===== config.mk =====
export PLATFORM = sky130hd
export DESIGN_NAME = fix_c_mult_arb
export DESIGN_NICKNAME = d
export VERILOG_FILES = /design/src/rtl/fix_c_mult_arb.sv
export SDC_FILE = /design/constraint.sdc
export NUM_CORES = 1
export LEC_CHECK = 0
export ABC_CLOCK_PERIOD_IN_PS = 8100
export BUFFER_PORTS_ARGS = -buffer_cell sky130_fd_sc_hd__buf_2
export CAP_MARGIN = 30
export CORE_UTILIZATION = 45
export DETAILED_ROUTE_END_ITERATION = 7
export MAX_ROUTING_LAYER = met4
export PLACE_DENSITY = 0.77
export SKIP_LAST_GASP = 1
export SLEW_MARGIN = 20
export SYNTH_ARGS = -nofsm -noshare
export SYNTH_HDL_FRONTEND = slang
export SYNTH_SLANG_ARGS = --single-unit

===== constraint.sdc =====
create_clock -name clk -period 8.1 [get_ports clk]
set_input_delay 0.81 -clock clk [delete_from_list [all_inputs] [get_ports clk]]
set_output_delay 0.81 -clock clk [all_outputs]
set_load 0.1 [all_outputs]

===== src/rtl/fix_c_mult_arb.sv =====
// Round-robin front end for one shared pipelined complex multiplier: grants one
// requester per cycle, tags each issue, and collects products in a credit-guarded FIFO.
module fix_c_mult_arb #(
  parameter int NUM_REQ    = 4,
  parameter int IN_WIDTH   = 16,
  parameter int OUT_WIDTH  = 16,
  parameter int LATENCY    = 4,
  parameter int FIFO_DEPTH = 8,
  parameter int SHW        = $clog2(2*IN_WIDTH+1)
) (
  input  logic                          clk,
  input  logic                          rst_n,
  input  logic [NUM_REQ-1:0]            req_valid,
  output logic [NUM_REQ-1:0]            req_ready,
  input  logic [NUM_REQ*IN_WIDTH-1:0]   req_opa_R,
  input  logic [NUM_REQ*IN_WIDTH-1:0]   req_opa_I,
  input  logic [NUM_REQ*IN_WIDTH-1:0]   req_opb_R,
  input  logic [NUM_REQ*IN_WIDTH-1:0]   req_opb_I,
  input  logic [NUM_REQ-1:0]            req_conj,
  input  logic [NUM_REQ*SHW-1:0]        req_shift,
  output logic [IN_WIDTH-1:0]           mc_opa_R,
  output logic [IN_WIDTH-1:0]           mc_opa_I,
  output logic [IN_WIDTH-1:0]           mc_opb_R,
  output logic [IN_WIDTH-1:0]           mc_opb_I,
  output logic                          mc_arith_mode_R,
  output logic                          mc_arith_mode_I,
  output logic                          mc_flip,
  output logic [SHW-1:0]                mc_shift_amount,
  input  logic [OUT_WIDTH-1:0]          mc_out_R,
  input  logic [OUT_WIDTH-1:0]          mc_out_I,
  output logic                          resp_valid,
  input  logic                          resp_ready,
  output logic [$clog2(NUM_REQ)-1:0]    resp_id,
  output logic [OUT_WIDTH-1:0]          resp_R,
  output logic [OUT_WIDTH-1:0]          resp_I,
  output logic                          busy
);

  localparam int IDW = $clog2(NUM_REQ);
  localparam int CW  = $clog2(FIFO_DEPTH+1);
  localparam int PW  = $clog2(FIFO_DEPTH);

  logic [IDW-1:0]       last;
  logic [IDW-1:0]       win_idx;
  logic                 win_found;
  logic                 grant;
  logic                 pop;
  logic                 push;
  logic [CW-1:0]        credits;
  logic [LATENCY:0]     tag_valid;
  logic [IDW-1:0]       tag_id [LATENCY+1];
  logic [IDW-1:0]       fifo_id [FIFO_DEPTH];
  logic [OUT_WIDTH-1:0] fifo_R [FIFO_DEPTH];
  logic [OUT_WIDTH-1:0] fifo_I [FIFO_DEPTH];
  logic [PW-1:0]        wr_ptr;
  logic [PW-1:0]        rd_ptr;
  logic [CW-1:0]        count;

  // Round-robin search starting just after the previous winner
  always_comb begin : arb_comb
    int  cand;
    logic hit;
    win_found = 1'b0;
    win_idx   = '0;
    cand      = 0;
    hit       = 1'b0;
    for (int i = 1; i <= NUM_REQ; i++) begin
      cand      = (int'(last) + i) % NUM_REQ;
      hit       = req_valid[cand[IDW-1:0]] && !win_found;
      win_idx   = hit ? cand[IDW-1:0] : win_idx;
      win_found = win_found || hit;
    end
  end

  assign grant     = win_found && (credits != CW'(0));
  assign req_ready = grant ? ({{(NUM_REQ-1){1'b0}}, 1'b1} << win_idx) : {NUM_REQ{1'b0}};

  assign resp_valid = (count != CW'(0));
  assign pop        = resp_valid && resp_ready;
  assign push       = tag_valid[LATENCY];
  assign resp_id    = resp_valid ? fifo_id[rd_ptr] : {IDW{1'b0}};
  assign resp_R     = resp_valid ? fifo_R[rd_ptr]  : {OUT_WIDTH{1'b0}};
  assign resp_I     = resp_valid ? fifo_I[rd_ptr]  : {OUT_WIDTH{1'b0}};
  assign busy       = (|tag_valid) || resp_valid;
  assign mc_flip    = 1'b0;

  // Pointer and credit bookkeeping
  always_ff @(posedge clk or negedge rst_n) begin
    if (!rst_n) begin
      last    <= IDW'(NUM_REQ-1);
      credits <= CW'(FIFO_DEPTH);
    end else begin
      if (grant) last <= win_idx;
      case ({grant, pop})
        2'b10:   credits <= credits - CW'(1);
        2'b01:   credits <= credits + CW'(1);
        default: credits <= credits;
      endcase
    end
  end

  // Operand registers feeding the multiplier; hold when nothing is granted
  always_ff @(posedge clk or negedge rst_n) begin
    if (!rst_n) begin
      mc_opa_R        <= {IN_WIDTH{1'b0}};
      mc_opa_I        <= {IN_WIDTH{1'b0}};
      mc_opb_R        <= {IN_WIDTH{1'b0}};
      mc_opb_I        <= {IN_WIDTH{1'b0}};
      mc_arith_mode_R <= 1'b0;
      mc_arith_mode_I <= 1'b0;
      mc_shift_amount <= {SHW{1'b0}};
    end else if (grant) begin
      mc_opa_R        <= req_opa_R[win_idx*IN_WIDTH +: IN_WIDTH];
      mc_opa_I        <= req_opa_I[win_idx*IN_WIDTH +: IN_WIDTH];
      mc_opb_R        <= req_opb_R[win_idx*IN_WIDTH +: IN_WIDTH];
      mc_opb_I        <= req_opb_I[win_idx*IN_WIDTH +: IN_WIDTH];
      mc_arith_mode_R <= req_conj[win_idx];
      mc_arith_mode_I <= req_conj[win_idx];
      mc_shift_amount <= req_shift[win_idx*SHW +: SHW];
    end
  end

  // Tag pipe tracking which requester owns each product in flight
  always_ff @(posedge clk or negedge rst_n) begin
    if (!rst_n) begin
      tag_valid <= {(LATENCY+1){1'b0}};
      for (int k = 0; k <= LATENCY; k++) tag_id[k] <= {IDW{1'b0}};
    end else begin
      tag_valid <= {tag_valid[LATENCY-1:0], grant};
      tag_id[0] <= win_idx;
      for (int k = 1; k <= LATENCY; k++) tag_id[k] <= tag_id[k-1];
    end
  end

  // Response FIFO control
  always_ff @(posedge clk or negedge rst_n) begin
    if (!rst_n) begin
      wr_ptr <= {PW{1'b0}};
      rd_ptr <= {PW{1'b0}};
      count  <= {CW{1'b0}};
    end else begin
      if (push) wr_ptr <= wr_ptr + PW'(1);
      if (pop)  rd_ptr <= rd_ptr + PW'(1);
      case ({push, pop})
        2'b10:   count <= count + CW'(1);
        2'b01:   count <= count - CW'(1);
        default: count <= count;
      endcase
    end
  end

  // Response FIFO storage; credits guarantee a free slot on every push
  always_ff @(posedge clk) begin
    if (push) begin
      fifo_id[wr_ptr] <= tag_id[LATENCY];
      fifo_R[wr_ptr]  <= mc_out_R;
      fifo_I[wr_ptr]  <= mc_out_I;
    end
  end

endmodule


==> reports/qor.yml <==
sta:
  slew_headroom: 0.355
  final-hold-violation-count: 0
  drv_slew: 0
  fmax_mhz: 241
  layout_setup_ws_ns: 3.96
  finalCritPeriodShare: 0.511
  setup_violations: 0
  setup-tns-final_ns: 0
  tightest_slew_ns: 0.965
  fin_crit_ns: 4.14
  rsz0062_at_grt: "false"
  fin_worst_skew_ns: 0.0233
flow_run:
  maxCapViolations: 0
placed_design:
  globalplace.congestion: 0.885
  io_buffers: 434
  pre_cts_ws_ns: 4.40
  dp_hpwl_um: 28200
synth:
  synth_fa_ha_area_frac: 0.00868
  synthXorXnorAreaFrac: 0.00651
  syn_inst: 958
  synth_compound_area_frac: 0.0458
  synth_flop_cell: "edfxtp_1"
  netlist_top_cells_count: "272 x edfxtp_1, 177 x mux2i_1, 99 x dfrtp_1, 78 x nand2_1, 68 x mux4_2"
  yosysWarnings: 0
  synth.distinct_cells: 38
  ys_seq_elements: 374
  syn_nets: 1291
  yosysMostFrequentCell: "edfxtp_1"
  synth_top_family_by_area: "multiplexers"
  syn_area_per_cell_um2: 16.9
  synth-simple-area-share: 0.0370
  ys_seq_area_frac: 0.664
  netlist.top_cell.by_area: "edfxtp_1"
  synth_top_area_frac: 0.506
  netlist_area_um2: 16100
  synthTopCellsByArea: "edfxtp_1 51%, dfrtp_1 15%, mux2i_1 11%, mux4_2 9.5%, o221ai_1 3.5%"
  synth.mux.area_fraction: 0.211
  synth_edf_count: 272
  ys_async_sr_fraction: 0.273
clocking:
  clk-insertion-delay-late_ns: 0.54
  h-tree-depth: 2
  cts_resized: 0
  post_cts.repair.setup_buffers: 0
  cts_num_sinks: 374
  numCtsBuffers: 40
  ctsHoldBuffers: 0
  cts_root_buf: "clkbuf_16"
  clk_pin_slew_ns: 0.06
  cts_buffer_depth: 3
  cts_tree: "done"
worst_setup_path:
  critPathMaxFanout: 38
  cp_data_required_time_ns: 7.29
  endpoint_kind: "output pin"
  cp_data_arrival_time_ns: 3.33
  critPathMaxStageDelay_ns: 0.86
  worstPathCellList: "buf_4, mux4_2, mux2i_1, nor2_1, buf_2"
  critical_path.top_delay_family: "buffers and inverters"
  critPathSlowestCell: "dfrtp_4"
  worstSetupPathType: "reg -> out"
  cp-start-kind: "flop"
  path_buf_inv: 2
cells_and_area:
  fin_nets: 1721
  n_fill_cell: 2797
  post-route-util: 0.565
  drive_gt1_frac: 0.430
  area_growth_pct: 23.9
floorplanning:
  initial_utilization: 0.456
  die_width_um: 191
  ios: 436
  row_count: 69
  die-area_um2: 36600
  die_h_um: 191
  core-area_um2: 35400
route:
  wire_per_inst_um: 22.2
  first_pass_iters: 6
  ant_nets: 0
  via_per_inst: 5.45
  vias: 10313
  routed_wl_um: 42100
  drc: 0
  drtIter0Drc: 710
grt:
  grt_max_degree: 82
  grt_first_pass_wirelength_um: 60200
  grt_pass1_vias: 10169
  grt-ovfl-total: 0
  track_usage: 0.231
  antenna_found_initial: 14
min_path:
  hold_path_class: "in -> async"
status:
  status: "finished clean"
stage by stage:
stage | hold WS (ns) | instances | area [um^2]
floorplan | 0.331 | 958 | 16100
global placement | 0.332 | 1807 | 18700
detailed placement | 0.335 | 1807 | 18700
CTS | 0.280 | 1881 | 20000
global route | 0.309 | 1891 | 20000
finish | 0.282 | 1891 | 20000
cell type report:
cell class,count,area (um^2),share of cell area
well taps,461,577,0.0288
inverters,10,37.5,0.00188
flip-flops and latches,374,10700,0.537
multi-input cells,509,5060,0.253
diodes,10,25.0,0.00125
clock buffers,55,1090,0.0544
clock inverters,19,168,0.00838
repair buffers,453,2320,0.116
cells by family after synthesis:
logic type      Yosys count
simple gates            144
other cells               1
xor+xnor                 12
buf+inv                  75
mux                     254
fa+ha+maj                10
flops                   374
compound gates           88
per-layer routing:
metal  part of all wire  GRT usage  routed length [um]  vias up
met3              0.080     0.0595                3360       61
met5                  0          -                   0        -
li1                   -          -                   -     4641
met4              0.024     0.0656                1000        0
met2               0.49      0.364               20800      428
met1               0.40      0.295               17000     5183
state kept, by name (all words and copies together), names as in the netlist:
signal and count:
tag_id 10, fifo_id 16, tag_valid 5, fifo_I 128, mc_shift_amount 6, credits 4
last 2, count 4, rd_ptr 3, wr_ptr 3, mc_opb_R 16, mc_opa_R 16
mc_arith_mode_I 1, mc_opb_I 16, fifo_R 128, mc_opa_I 16
cells in the final DEF (no fill, tap or decap), types with 3 or more instances in the layout:
master	count
a21o_1	4
a21oi_1	4
buf_2	433
buf_4	20
clkbuf_1	13
clkbuf_16	41
clkinv_1	3
clkinv_2	6
clkinvlp_4	4
dfrtp_1	96
dfstp_2	3
diode_2	10
edfxtp_1	272
ha_1	8
inv_1	10
mux2_2	9
mux2i_1	177
mux4_2	68
nand2_1	78
nand2b_1	5
nor2_1	43
nor2_4	6
o21ai_0	4
o21ai_1	6
o221ai_1	65
xnor2_1	7
xor2_1	5
final timing paths:
path | end | start | cells after the start | slack (ns)
max in group asynchronous | mc_shift_amount[5] | rst_n | 2 | 6.58
setup / recovery | resp_I[14] | rd_ptr[0] | 5 | 3.96
hold reg to reg | tag_id[5] | tag_id[7] | 0 | 0.34
hold / removal | count[1] | rst_n | 1 | 0.28
min in group clk | tag_id[5] | tag_id[7] | 0 | 0.34
setup reg to reg | mc_opb_I[14] | last[0] | 7 | 5.01
Power is not shown: default switching activity piles up to over one toggle a cycle in this logic, so the estimate is an artifact.
